`config.mk`:
```
export PLATFORM = sky130hd
export DESIGN_NAME = snake_head_mover
export DESIGN_NICKNAME = d
export VERILOG_FILES = /design/src/rtl/snake_head_mover.sv
export SDC_FILE = /design/constraint.sdc
export NUM_CORES = 1
export LEC_CHECK = 0
export ABC_AREA = 1
export CAP_MARGIN = 20
export CORE_MARGIN = 4
export CORE_UTILIZATION = 49
export DETAILED_ROUTE_END_ITERATION = 16
export PLACE_DENSITY = 0.79
export SETUP_SLACK_MARGIN = 0.15
export SLEW_MARGIN = 15
export SYNTH_ARGS = -nofsm -noshare
export SYNTH_HDL_FRONTEND = slang
export SYNTH_SLANG_ARGS = --single-unit
```
`constraint.sdc`:
```
create_clock -name clk -period 1.32 [get_ports clk]
set_input_delay 0.132 -clock clk [delete_from_list [all_inputs] [get_ports clk]]
set_output_delay 0.132 -clock clk [all_outputs]
set_load 0.01 [all_outputs]
```
`src/rtl/snake_head_mover.sv`:
```
// snake_head_mover: owns the snake head position and committed direction.
// Steps the head one cell per game tick while running. It freezes into DEAD
// when the collision detector reports a wall hit for the current head position.
module snake_head_mover #(
  parameter int         GRID_COLS = 160,
  parameter int         GRID_ROWS = 120,
  parameter int         START_X   = 80,
  parameter int         START_Y   = 60,
  parameter logic [1:0] START_DIR = 2'b00
) (
  input  logic       clk,
  input  logic       rst_n,
  input  logic       start,
  input  logic       tick,
  input  logic       dir_req_valid,
  input  logic [1:0] dir_req,
  input  logic       hit_wall,
  output logic [7:0] head_x,
  output logic [6:0] head_y,
  output logic [1:0] dir,
  output logic       step_valid,
  output logic       running,
  output logic       dead
);

  typedef enum logic [1:0] {IDLE, RUN, DEAD} state_t;

  localparam logic [1:0] DIR_RIGHT = 2'b00;
  localparam logic [1:0] DIR_DOWN  = 2'b01;
  localparam logic [1:0] DIR_LEFT  = 2'b10;
  localparam logic [1:0] DIR_UP    = 2'b11;

  localparam logic [7:0] X_MAX = 8'(GRID_COLS - 1);
  localparam logic [6:0] Y_MAX = 7'(GRID_ROWS - 1);
  localparam logic [7:0] X0    = 8'(START_X);
  localparam logic [6:0] Y0    = 7'(START_Y);

  state_t     state_q, state_d;
  logic [7:0] x_q, x_d;
  logic [6:0] y_q, y_d;
  logic [1:0] dir_q, dir_d;
  logic [1:0] pend_q, pend_d;
  logic       step_d;

  // A request opposite to the committed direction would fold the snake onto
  // itself, so it is dropped rather than queued.
  logic       req_legal;
  logic [1:0] eff_dir;
  assign req_legal = dir_req_valid && (dir_req != (dir_q ^ 2'b10));
  assign eff_dir   = req_legal ? dir_req : pend_q;

  // Next-state, direction bookkeeping and saturating head step.
  always_comb begin
    // NOTE: every signal gets a default first so no path leaves it unassigned,
    // which would otherwise infer a latch.
    state_d = state_q;
    x_d     = x_q;
    y_d     = y_q;
    dir_d   = dir_q;
    pend_d  = pend_q;
    step_d  = 1'b0;

    if (start) begin
      state_d = RUN;
      x_d     = X0;
      y_d     = Y0;
      dir_d   = START_DIR;
      pend_d  = START_DIR;
    end else begin
      unique case (state_q)
        RUN: begin
          if (hit_wall) begin
            state_d = DEAD;
          end else begin
            pend_d = eff_dir;
            if (tick) begin
              dir_d  = eff_dir;
              step_d = 1'b1;
              unique case (eff_dir)
                DIR_RIGHT: x_d = (x_q >= X_MAX) ? X_MAX : x_q + 8'd1;
                DIR_LEFT:  x_d = (x_q == 8'd0)  ? 8'd0  : x_q - 8'd1;
                DIR_DOWN:  y_d = (y_q >= Y_MAX) ? Y_MAX : y_q + 7'd1;
                DIR_UP:    y_d = (y_q == 7'd0)  ? 7'd0  : y_q - 7'd1;
                default:   ;
              endcase
            end
          end
        end
        default: ;  // IDLE and DEAD hold everything until start
      endcase
    end
  end

  // State and datapath registers; outputs are driven straight from flops.
  always_ff @(posedge clk or negedge rst_n) begin
    if (!rst_n) begin
      state_q    <= IDLE;
      x_q        <= X0;
      y_q        <= Y0;
      dir_q      <= START_DIR;
      pend_q     <= START_DIR;
      step_valid <= 1'b0;
      running    <= 1'b0;
      dead       <= 1'b0;
    end else begin
      // NOTE: non-blocking assignments so every flop samples pre-edge values.
      state_q    <= state_d;
      x_q        <= x_d;
      y_q        <= y_d;
      dir_q      <= dir_d;
      pend_q     <= pend_d;
      step_valid <= step_d;
      running    <= (state_d == RUN);
      dead       <= (state_d == DEAD);
    end
  end

  assign head_x = x_q;
  assign head_y = y_q;
  assign dir    = dir_q;

endmodule

```
# --- After elaboration in Yosys (flattened, before gate mapping) ---
# Index checks and enable logic that the tools add are counted.
totals:
  regBits: 24
  latch_bits: 0
  mem_bits_rw: 0
  romBits: 0
  input_bits: 8
  out_inout_bits: 20
  word_cells: 64
  n_memories: 0
classes:
  addsub: 4
  n_mul: 0
  div: 0
  n_lt_le_gt_ge: 2
  eq_ne: 8
  shift: 0
  n_mux: 29
  n_bitwise: 1
  reduce_logical: 12
op_table:
  columns: ["cell", "count"]
  rows:
  - ["$mux 8", 6]
  - ["$mux 7", 6]
  - ["$mux 2", 11]
  - ["$pmux 8 s2", 1]
  - ["$pmux 7 s2", 1]
  - ["$add 8x1->8 const B", 1]
  - ["$ge 8x8->1 const B", 1]
  - ["$logic_not 8->1", 1]
  - ["$reduce_and 4->1", 2]
  - ["$sub 8x1->8 const B", 1]
  - ["$add 7x1->7 const B", 1]
  - ["$ge 7x7->1 const B", 1]
  - ["$logic_not 7->1", 1]
  - ["$sub 7x1->7 const B", 1]
  - ["$eq 2x1->1 const B", 3]
  - ["$eq 2x2->1 const B", 3]
  - ["$reduce_bool 3->1", 2]
  - ["$mux 1", 4]
  - ["$reduce_bool 2->1", 2]
  - ["$reduce_and 3->1", 1]
  - ["$logic_not 2->1", 1]
  - ["$ne 2x2->1", 1]
  - ["$ne 2x2->1 const B", 1]
  - ["$reduce_and 2->1", 1]
  - ["2 further kinds", 2]

# --- Longest topological paths before layout ---
# Gate-level depths: netlist of run 1.
logic_depth:
  word_depth: 10
  ltp_mapped: 13
  mapped_depth_nobuf: 13

# --- Least setup slack after synthesis of run 1 ---
# Ideal clock, no wire load.
synth_path:
  path_kind: "reg-to-reg"
  startpoint: "register x_q[0] (netlist: head_x[0])"
  endpoint: "register x_q[2] (netlist: head_x[2])"
  setup_ps: 126
  t_arrival_ps: 1368
  required_time_ps: 1194
  path_slack_ps: -174
  path_stages_with_launch: 8
  path_buffers: 0
  period_less_slack_ps: 1494
  cell_sequence: "dfrtp_1 > inv_1 > ha_1 > or2_2 > nand3_1 > nand3_1 > nand3_1 > o21ai_0"
synth_via:
  elab_chain_cells: 7
  elab_cells_between_ends: 11
  classes_between: "add/sub (2); order compare (1); mux (7); reduce/logical (1)"
synth_rtl:
  columns: ["element", "line_no", "rtl"]
  rows:
  - ["start, declared", "39", "logic [7:0] x_q, x_d;"]
  - ["start signal, assigned", "98", "x_q <= X0;"]
  - ["start signal, assigned", "108", "x_q <= x_d;"]
  - ["$sub 8x1->8, or another cell as far along", "81", "DIR_LEFT: x_d = (x_q == 8'd0) ? 8'd0 : x_q - 8'd1;"]
  - ["$mux 8 (on tied branches)", "81, 80", null]
  - ["$pmux 8 s2 *", "79", "unique case (eff_dir)"]
  - ["$mux 8 *", "76", "if (tick) begin"]
  - ["$mux 8 *", "72", "if (hit_wall) begin"]
  - ["$mux 8 *", "70", "unique case (state_q)"]
  - ["$mux 8 *", "63", "if (start) begin"]
# Mark *: on every way between the ends. The rest lies on a longest branch, timed or not. The select of a mux whose other input is x is not followed.
# A chain may end at the register's enable or synchronous reset.

# --- Worst setup path after layout of run 1 ---
layout_path:
  startpoint: "register x_q[1] (netlist: head_x[1])"
  endpoint: "register x_q[4] (netlist: head_x[4])"
# Same word-level chain as after synthesis.

==> flow_summary.ini, run 1 <==
[timing]
finalHoldViolations = 0
fin_hold_ws_ps = 226
skew_ps = 5.36
relSlewSlack_pct = 77.1
worst-slew-pin-transition_ps = 341
clock.fmax_mhz = 598
min_period_over_period_pct = 127
maxSlewViolCount = 0
min_period_ps = 1670
worst_slack_ps = -352
rsz0062_at_grt = true
finalSetupViolations = 19

[floorplanning]
core_sq_um = 3690
initial_core_util_pct = 50.7
rows = 22
die_w_um = 69.8
die_area_sq_um = 4870
ios = 28
die_height_um = 69.8

[logic_synthesis]
synth.mux.area_fraction_pct = 0
synth_cells = 286
synth_edf_count = 0
yosysSeqAreaShare_pct = 32.5
synthDistinctLibCells = 27
ys_seq_elements = 24
synth_top_family_by_area = simple AND/OR/NAND/NOR gates
yosys_warnings = 0
syn_area_per_cell_sq_um = 6.54
synth-async-reset-ratio_pct = 100
synthAdderAreaFrac_pct = 4.01
synth.net_count = 300
synthSimpleGateAreaFrac_pct = 43.2
synth_compound_gate_area_share_pct = 7.02
synth_area_sq_um = 1870
synth-xor-area-share_pct = 3.28
synth_ff_type = dfrtp_1

[cts]
h-tree-depth = 1
clkTransAtPathRegs_ps = 100
clk_latency_ps = 270
clockBufferDepth = 2
cts.sinks = 24
ctsHoldBuffers = 0
cts-root-buf = clkbuf_8
cts_tree = built
numCtsBuffers = 3

[place]
dpl.cell_count = 413
numPortBuffers = 27
pre_cts_ws_ps = -402
hpwl_um = 4110
gp_congestion = 0.891

[flow_run]
max_cap_viol_count = 0

[global_routing]
grt_max_degree = 25
track_usage_pct = 26.7
grt_pass1_vias = 2397
antenna_found_initial = 0
grt_pass1_wl_um = 10700
overflow = 0

[critical_path]
critPathBufInv = 2
regToRegSetupSlack_ps = -350
worst-endpoint-arrival_ps = 1880
worst-path-stages = 9
worstPathMaxFanout = 4
crit_path_end_kind = register
crit_family = simple AND/OR/NAND/NOR gates
slowest_delay_ps = 470
worst_path_most_repeated_cell = nor2_1
crit_slowest_cell = dfrtp_2
reg2reg_from = head_x[1]$_DFFE_PN0P_
worstSetupPathType = register to register
r2r_end = head_x[4]$_DFFE_PN1P_
reg2regPathDepth = 9
path_cells = inv_4, ha_4, inv_2, nor3_1, nor2_1, nand3_1, nand2_1, nor2_1, nor2_1
cp-start-kind = register
crit_path_end = head_x[4]$_DFFE_PN1P_
crit_path_start = head_x[1]$_DFFE_PN0P_
crit_required_ps = 1530

[drt]
drc = 0
ant_nets = 0
dr.first_iter.drc_count = 309
route.vias.total = 2694
via_per_inst = 6.10
wl_per_cell_um = 20.2
totalWireLength_um = 8930
first_pass_iters = 5

[final_layout]
fin_nets = 409
drive_above_1_share_pct = 51.0
finalNonFillerCells = 442
multi_input_area_sq_um = 1460
insertedDiodeCount = 0
fillers = 162
seq_area_sq_um = 616
syn2layout_area_growth_pct = 77.3

[power_and_ir_drop]
power_density_nw_per_um2 = 831
combPwrFrac_pct = 44.4
ir_worst_vdd_uv = 1060
power.leakage_nw = 1.67
p_switching_mw = 1.03
power_frac_clock_pct = 24.3
finalPower_mw = 2.76
internal-power_mw = 1.73
sw_frac_of_total_pct = 37.3
p_seq_share_pct = 31.3

[status]
status = complete, but fails checks
violations = negative setup slack

[min_path]
hold_path_class = input pin to async pin
-- synthesized netlist by cell type (2+ instances only) --
| master | number | share of area (%) |
|---|---|---|
| a21oi_1 | 9 | 2.4 |
| xor2_1 | 7 | 3.3 |
| dfstp_2 | 6 | 8.4 |
| o21ai_1 | 3 | 0.80 |
| inv_2 | 2 | 0.40 |
| o21ai_0 | 10 | 2.7 |
| nand2_1 | 73 | 15 |
| nor3_1 | 4 | 1.1 |
| buf_2 | 2 | 0.53 |
| inv_1 | 40 | 8.0 |
| nor2_1 | 31 | 6.2 |
| dfrtp_1 | 18 | 24 |
| nand2_2 | 7 | 2.3 |
| ha_1 | 6 | 4.0 |
| nand4_1 | 7 | 2.3 |
| nand3_1 | 50 | 13 |
-- how the worst min path moves through the flow --
stage | start | end | slack, ps
finish | rst_n | dir[0]$_DFFE_PN0P_ | 230
CTS | rst_n | pend_q[1]$_DFFE_PN0P_ | 230
global placement | rst_n | head_x[7]$_DFFE_PN0P_ | 520
global route | rst_n | head_x[7]$_DFFE_PN0P_ | 250
detailed placement | rst_n | head_x[0]$_DFFE_PN0P_ | 520
floorplan | rst_n | dead$_DFF_PN0_ | -160
-- layout by cell type, fill, tap and decap left out, drive strengths merged --
master,count
a21oi,10
a31oi,1
buf,92
bufinv,1
clkbuf,7
clkdlybuf4s15,1
clkdlybuf4s50,6
dfrtp,18
dfstp,6
dlygate4sd2,4
dlymetal6s2s,1
ha,6
inv,42
nand2,81
nand3,50
nand4,7
nor2,33
nor3,6
o21ai,13
o22ai,1
or2,1
xor2,7
-- stage by stage --
| stage | area, sq um | TNS (ps) | utilization [%] |
|---|---|---|---|
| after floorplan | 1960 | -542 | - |
| after global placement | 2670 | -5670 | 72.4 |
| after detailed placement | 2670 | -6450 | 72.4 |
| after CTS | 3050 | -1780 | 82.6 |
| after global routing | 3320 | -5610 | 90.0 |
| final | 3320 | -4660 | 90.0 |
-- state kept, by name, summed over array words and instances, names as in the netlist --
signal,cells
dead,1
dir,2
head_x,8
head_y,7
pend_q,2
running,1
state_q,2
step_valid,1
-- per-layer routing --
| layer | wire length, um | global-route usage, % | part of all wire, % |
|---|---|---|---|
| met5 | 0 | 0 | 0 |
| met4 | 633 | 13.6 | 7.1 |
| met3 | 747 | 4.35 | 8.4 |
| met2 | 4390 | 47.1 | 49 |
| met1 | 3160 | 30.8 | 35 |
-- worst reg2reg max path: cells and delay by family (launching register included) --
kind	cells	cell delay [ps]
flops	1	470
buf+inv	2	160
simple gates	6	850
fa+ha+maj	1	140
-- power groups by stage --
| stage | Combinational (mW) | Sequential [mW] | Clock, mW |
|---|---|---|---|
| 6_report | 1.22 | 0.864 | 0.671 |
| 5_1_grt | 1.28 | 0.866 | 0.695 |
| 4_1_cts | 0.925 | 0.843 | 0.656 |
| 3_5_place_dp | 0.773 | 0.862 | 0 |
| 3_3_place_gp | 0.762 | 0.860 | 0 |
| 2_1_floorplan | 0.427 | 0.873 | 0 |
-- logic make-up after synthesis --
family,Yosys count
buffers and inverters,46
and+or+nand+nor,178
adders and majority gates,6
DFF,24
AOI/OAI and AO/OA,25
xor gates and xnor gates,7
-- repair_timing --
action / in CTS / in global routing
gates resized for setup: 115 / 68
setup endpoints to repair: 40 / 36
pin swaps: 21 / 16
setup buffers: 19 / 6
-- cell type report --
cell class | count | area share (%)
timing repair buffer | 108 | 28.3
clock buffer | 3 | 1.24
tap | 48 | 1.81
sequential | 24 | 18.5
multi-input combinational | 216 | 44.1
clock inverter | 1 | 0.905
inverter | 42 | 5.13
(Power assumes the default switching activity.)
==> inputs of run 2 (changes only) <==
==> constraint.sdc (replaced) <==
create_clock -name clk -period 1.32 [get_ports clk]
set_input_delay 0.33 -clock clk [delete_from_list [all_inputs] [get_ports clk]]
set_output_delay 0.33 -clock clk [all_outputs]
set_load 0.01 [all_outputs]
==> run 2 against run 1 <==
Net effect:
- the flow now stops in global routing (5_1_grt)
- synthesized cell count did not move
- synthesized area did not move
==> flow_summary.ini, run 2 <==
[logic_synthesis]
synth_top_area_share_pct = 24.1
yosysMostFrequentCell = nand2_1
synth_cells = 286
ys_top_cells_by_count = nand2_1 (73), nand3_1 (50), inv_1 (40)
synth_edf_count = 0
synthSimpleGateAreaFrac_pct = 43.2
synth-xor-area-share_pct = 3.28
yosys_warnings = 0
synth.net_count = 300
synthAdderAreaFrac_pct = 4.01
synthTopCellsByArea = dfrtp_1 (24%), nand2_1 (15%), nand3_1 (13%), dfstp_2 (8.4%), inv_1 (8.0%)
yosys.area.top_type = dfrtp_1
ys_seq_elements = 24
syn_area_per_cell_sq_um = 6.54
synth_area_sq_um = 1870
synthDistinctLibCells = 27
yosysSeqAreaShare_pct = 32.5
synth_compound_gate_area_share_pct = 7.02
synth_ff_type = dfrtp_1
synth.mux.area_fraction_pct = 0
synth-async-reset-ratio_pct = 100
synth_top_family_by_area = simple AND/OR/NAND/NOR gates

[cts]
cts-root-buf = clkbuf_8
h-tree-depth = 1
cts.sinks = 24
ctsHoldBuffers = 0
clockBufferDepth = 2
numCtsBuffers = 3

[timing]
worstEpCategory = register data pin
grt-worst-endpoint = head_x[2]$_DFFE_PN0P_/D

[place]
gp_congestion = 0.953
hpwl_um = 3900
numPortBuffers = 27
pre_cts_ws_ps = -620

[global_routing]
grt_max_degree = 25

[floorplanning]
die_w_um = 69.8
ios = 28
initial_core_util_pct = 50.7
die_height_um = 69.8
rows = 22

[status]
status = stopped before the end
stop_stage = global routing (5_1_grt)
first-error = [ERROR DPL-0038] Utilization greater than 100%, impossible to legalize
run 2: cell counts after synthesis:
No cell type changed its count.
run 2: cells by family after synthesis:
kind of cell,after synthesis
AOI/OAI and AO/OA,25
adders and majority gates,6
DFF,24
xor gates and xnor gates,7
and+or+nand+nor,178
buffers and inverters,46
run 2: what timing repair did:
action | CTS
pin swaps | 19
setup buffers | 25
gates cloned | 2
resized for setup | 163
endpoints found under the setup margin | 43
run 2: through the flow:
| step | std cells | area, sq um | utilization (%) |
|---|---|---|---|
| CTS | 440 | 3170 | 86.1 |
| detailed placement | 409 | 2650 | 71.9 |
| global placement | 409 | 2650 | 71.9 |
| floorplan | 286 | 1960 | - |
==> inputs of run 3 (changes only) <==
--- a/config.mk
+++ b/config.mk
@@ -8,10 +8,9 @@
 export ABC_AREA = 1
 export CAP_MARGIN = 20
 export CORE_MARGIN = 4
-export CORE_UTILIZATION = 49
+export CORE_UTILIZATION = 40
 export DETAILED_ROUTE_END_ITERATION = 16
-export PLACE_DENSITY = 0.79
-export SETUP_SLACK_MARGIN = 0.15
+export PLACE_DENSITY_LB_ADDON = 0.15
 export SLEW_MARGIN = 15
 export SYNTH_ARGS = -nofsm -noshare
 export SYNTH_HDL_FRONTEND = slang
==> constraint.sdc (replaced) <==
create_clock -name clk -period 1.72 [get_ports clk]
set_input_delay 0.43 -clock clk [delete_from_list [all_inputs] [get_ports clk]]
set_output_delay 0.43 -clock clk [all_outputs]
set_load 0.01 [all_outputs]
==> run 3 against run 2 <==
Net effect:
- the run now ends clean
==> flow_summary.ini, run 3 (synthesized netlist as in run 1, its figures left out) <==
[power_and_ir_drop]
finalPower_mw = 1.56
power.leakage_nw = 1.33
power_density_nw_per_um2 = 613
ir_worst_vdd_uv = 512

[final_layout]
final_util_pct = 57.1
final_common_cell = nand2_1
syn2layout_area_growth_pct = 35.6
fin_nets = 362
fin_area_sq_um = 2540
drive_above_1_share_pct = 21.1
largest_register_ffs = 8
insertedDiodeCount = 0
mostFrequentLayoutCells = nand2_1 (71), nand3_1 (46), inv_1 (39), buf_4 (32), nor2_1 (29)
finalNonFillerCells = 398

[drt]
totalWireLength_um = 5070
first_pass_iters = 4
wl_per_cell_um = 12.7
dr.first_iter.drc_count = 173
route.vias.total = 2044
ant_nets = 0
drc = 0
via_per_inst = 5.14

[global_routing]
overflow = 0
grt_pass1_vias = 1833
antenna_found_initial = 0
grt_pass1_wl_um = 8330
grt_max_degree = 25
track_usage_pct = 16.9

[flow_run]
max_cap_viol_count = 0

[critical_path]
crit_path_end_kind = primary output
slowest_delay_ps = 560
worstSetupPathType = register to primary output
path_cells = clkdlybuf4s50_1
regToRegSetupSlack_ps = 80
worst-endpoint-arrival_ps = 1240
cp-start-kind = register
critPathBufInv = 1
crit_family = buffers and inverters
worstPathMaxFanout = 4
crit_slowest_cell = clkdlybuf4s50_1
crit_required_ps = 1290

[place]
hpwl_um = 3920
numPortBuffers = 27
dpl.cell_count = 387
placed_area_sq_um = 2370
gp_congestion = 0.868

[cts]
clockBufferDepth = 2
cts-root-buf = clkbuf_8
h-tree-depth = 1
clkTransAtPathRegs_ps = 80
clk_latency_ps = 260
cts_tree = built
ctsHoldBuffers = 0
numCtsBuffers = 3
cts.sinks = 24

[floorplanning]
initial_core_util_pct = 42.1
rows = 24
die_w_um = 76.4
ios = 28
die_height_um = 76.4
die_area_sq_um = 5840
core_sq_um = 4440

[status]
status = completed

[timing]
min_period_ps = 1670
skew_ps = 4.84
worst-slew-pin-transition_ps = 361
finalSetupViolations = 0
relSlewSlack_pct = 75.8
clock.fmax_mhz = 597
finalHoldViolations = 0
min_period_over_period_pct = 97.3
maxSlewViolCount = 0
rsz0062_at_grt = true

[min_path]
hold_path_class = input pin to async pin
==> run 3: area by class of cell <==
| type | instances | area (sq um) |
|---|---|---|
| Clock buffer | 3 | 41.3 |
| Inverter | 42 | 158 |
| Sequential cell | 24 | 614 |
| Multi-Input combinational cell | 216 | 1130 |
| Tap cell | 52 | 65.1 |
| Timing Repair Buffer | 61 | 533 |
| Fill cell | 430 | 1910 |
==> run 3: timing repair <==
action / 4_1_cts / 5_1_grt
setup buffers: 5 / 3
setup endpoints to repair: 11 / 21
pin swaps: 1 / 3
resized for setup: 9 / 20
hold endpoints to repair: 0 / 0
==> run 3: metrics by stage <==
stage	hold slack (ps)	TNS, ps	setup WS, ps
3_5_place_dp	533	-4430	-285
4_1_cts	538	0	2.40
3_3_place_gp	536	-3800	-252
2_1_floorplan	134	0	226
6_report	526	0	46.0
5_1_grt	554	-15.6	-15.6
==> run 3: final timing paths <==
check | to | startpoint | depth (start not counted)
worst max-delay path | head_x[7] | head_x[7]$_DFFE_PN0P_ | 1
worst min register to register | pend_q[1]$_DFFE_PN0P_ | pend_q[1]$_DFFE_PN0P_ | 2
worst max register to register | head_x[3]$_DFFE_PN0P_ | head_x[1]$_DFFE_PN0P_ | 10
worst min-delay path | running$_DFF_PN0_ | rst_n | 2
min in group clk | pend_q[1]$_DFFE_PN0P_ | pend_q[1]$_DFFE_PN0P_ | 2
max in group asynchronous | head_y[5]$_DFFE_PN1P_ | rst_n | 2
==> run 3: metal layers <==
metal | track usage [%] | vias up | share of wire (%) | wire length, um
li1 | - | 1039 | - | -
met1 | 23.6 | 929 | 48 | 2440
met2 | 27.7 | 72 | 45 | 2280
met3 | 2.96 | 4 | 6.1 | 307
met4 | 3.26 | 0 | 0.71 | 36
met5 | 0 | - | 0 | 0
==> run 3: where the power goes <==
part,internal [mW],leakage [nW],switching [mW]
combinational,0.252,1.01,0.339
sequential,0.611,0.294,0.0310
clock,0.156,0.0216,0.166
==> inputs of run 4 (changes only) <==
==> constraint.sdc (replaced) <==
create_clock -name clk -period 1.55 [get_ports clk]
set_input_delay 0.3875 -clock clk [delete_from_list [all_inputs] [get_ports clk]]
set_output_delay 0.3875 -clock clk [all_outputs]
set_load 0.01 [all_outputs]
==> run 4 against run 3 <==
Net effect:
- the flow now finishes with violations (negative setup slack)
- global-route usage is 0.85 points higher
- design area is 12% higher
- die area stayed put
- power is 16% higher
- critical path depth is 8 higher
- clock skew hardly changed
- count of clock-buffer cells in the layout stayed put
- hold slack worse by 58 ps
- register-to-register slack worse by 130 ps
- final cell count is 4.8% higher
==> flow_summary.ini, run 4 (synthesized netlist as in run 1, its figures left out) <==
[status]
status = complete, but fails checks
violations = negative setup slack

[drt]
wl_per_cell_um = 12.8
dr.first_iter.drc_count = 174
totalWireLength_um = 5320
first_pass_iters = 5
drc = 0
ant_nets = 0
via_per_inst = 5.21
route.vias.total = 2173

[final_layout]
drive_above_1_share_pct = 33.4
fillers = 369
fin_nets = 381
syn2layout_area_growth_pct = 52.1
mostFrequentLayoutCells = nand2_1 (66), nand3_1 (44), buf_4 (43), inv_1 (30), nor2_1 (25)
largest_register_ffs = 8
insertedDiodeCount = 0
finalNonFillerCells = 417
fin_area_sq_um = 2850
final_common_cell = nand2_1

[critical_path]
worstPathMaxFanout = 6
path_cells = buf_4, inv_2, ha_1, inv_1, nor2_2, nand3_4, buf_6, a21oi_1, o21ai_1
crit_path_end_kind = register
slowest_delay_ps = 400
crit_required_ps = 1710
worstSetupPathType = register to register
crit_slowest_cell = dfrtp_1
cp-start-kind = register
worst-endpoint-arrival_ps = 1750

[timing]
finalHoldViolations = 0
worst-slew-pin-transition_ps = 351
finalSetupViolations = 6
clock.fmax_mhz = 625
min_period_ps = 1600
worst_slack_ps = -49.0
rsz0062_at_grt = true
min_period_over_period_pct = 103
relSlewSlack_pct = 76.5
maxSlewViolCount = 0
skew_ps = 4.57

[floorplanning]
die_area_sq_um = 5840
initial_core_util_pct = 42.1
die_height_um = 76.4
core_sq_um = 4440
die_w_um = 76.4
rows = 24
ios = 28

[power_and_ir_drop]
power.leakage_nw = 1.50
sw_frac_of_total_pct = 35.6
ir_worst_vdd_uv = 650
finalPower_mw = 1.81
internal-power_mw = 1.16
power_density_nw_per_um2 = 634
p_seq_share_pct = 39.5
combPwrFrac_pct = 39.9
power_frac_clock_pct = 20.6
p_switching_mw = 0.643

[global_routing]
antenna_found_initial = 0
track_usage_pct = 17.8
overflow = 0
grt_max_degree = 25
grt_pass1_wl_um = 8710
grt_pass1_vias = 1939

[cts]
cts_tree = built
h-tree-depth = 1
cts.sinks = 24
clk_latency_ps = 260
clkTransAtPathRegs_ps = 90
numCtsBuffers = 3
clockBufferDepth = 2
cts-root-buf = clkbuf_8
ctsHoldBuffers = 0

[place]
hpwl_um = 3860
gp_congestion = 0.910
pre_cts_ws_ps = -409
dpl.cell_count = 403
placed_area_sq_um = 2510
numPortBuffers = 27

[flow_run]
max_cap_viol_count = 0

[min_path]
hold_path_class = input pin to async pin
==> run 4: cell types whose count changed in the layout (fill, tap and decap cells not counted), sizes merged <==
cell | before | now
dlygate4sd2 | 6 | 16
clkbuf | 3 | 4
clkdlybuf4s15 | 0 | 1
buf | 34 | 54
clkdlybuf4s50 | 18 | 4
dlymetal6s2s | 3 | 4
==> run 4: worst paths after layout <==
check,startpoint,depth (start not counted),endpoint,slack (ps)
max,head_x[1]$_DFFE_PN0P_,9,head_x[0]$_DFFE_PN0P_,-50
max in group asynchronous,rst_n,2,head_y[5]$_DFFE_PN1P_,850
max reg2reg,head_x[1]$_DFFE_PN0P_,9,head_x[0]$_DFFE_PN0P_,-50
min,rst_n,2,head_x[1]$_DFFE_PN0P_,470
min in group clk,dir[1]$_DFFE_PN0P_,2,dir[1]$_DFFE_PN0P_,590
min reg2reg,dir[1]$_DFFE_PN0P_,2,dir[1]$_DFFE_PN0P_,590
==> run 4: repair_timing <==
action | 4_1_cts | 5_1_grt
setup buffers | 10 | 1
pin swaps | 9 | 10
setup endpoints to repair | 34 | 23
resized for setup | 41 | 54
==> run 4: worst max-delay path: cells and delay by family, from the launching register on <==
family,cells,cell delay (ps)
buffers and inverters,4,440
adders and majority gates,1,130
AOI/OAI and AO/OA,2,230
DFF,1,400
and+or+nand+nor,2,280
==> run 4: metrics by stage <==
stage / setup TNS (ps) / util (%) / hold WS (ps)
floorplan: 0 / - / 91.9
global placement: -6490 / 56.4 / 539
detailed placement: -6820 / 56.4 / 543
CTS: -0.188 / 59.7 / 474
global route: -941 / 64.0 / 480
finish: -155 / 64.0 / 468
==> run 4: final cells by class <==
class,count,area [sq um],area share (%)
repair buffers,80,694,24.4
inverters,42,160,5.63
flip-flops and latches,24,612,21.5
well taps,52,65.1,2.29
multi-input cells,216,1270,44.7
clock buffers,3,41.3,1.45
==> run 4: metal layers <==
metal,global-route usage [%],vias up,part of all wire [%]
li1,-,1073,-
met1,26.0,1005,46
met2,27.9,91,46
met3,3.07,4,7.5
met4,2.72,0,0.47
met5,0,-,0
==> run 4: power by group through the flow <==
stage / Clock [mW] / Combinational [mW] / Sequential, mW
6_report: 0.371 / 0.720 / 0.714
5_1_grt: 0.404 / 0.798 / 0.721
4_1_cts: 0.381 / 0.655 / 0.709
3_5_place_dp: 0 / 0.612 / 0.735
3_3_place_gp: 0 / 0.610 / 0.735
2_1_floorplan: 0 / 0.342 / 0.736
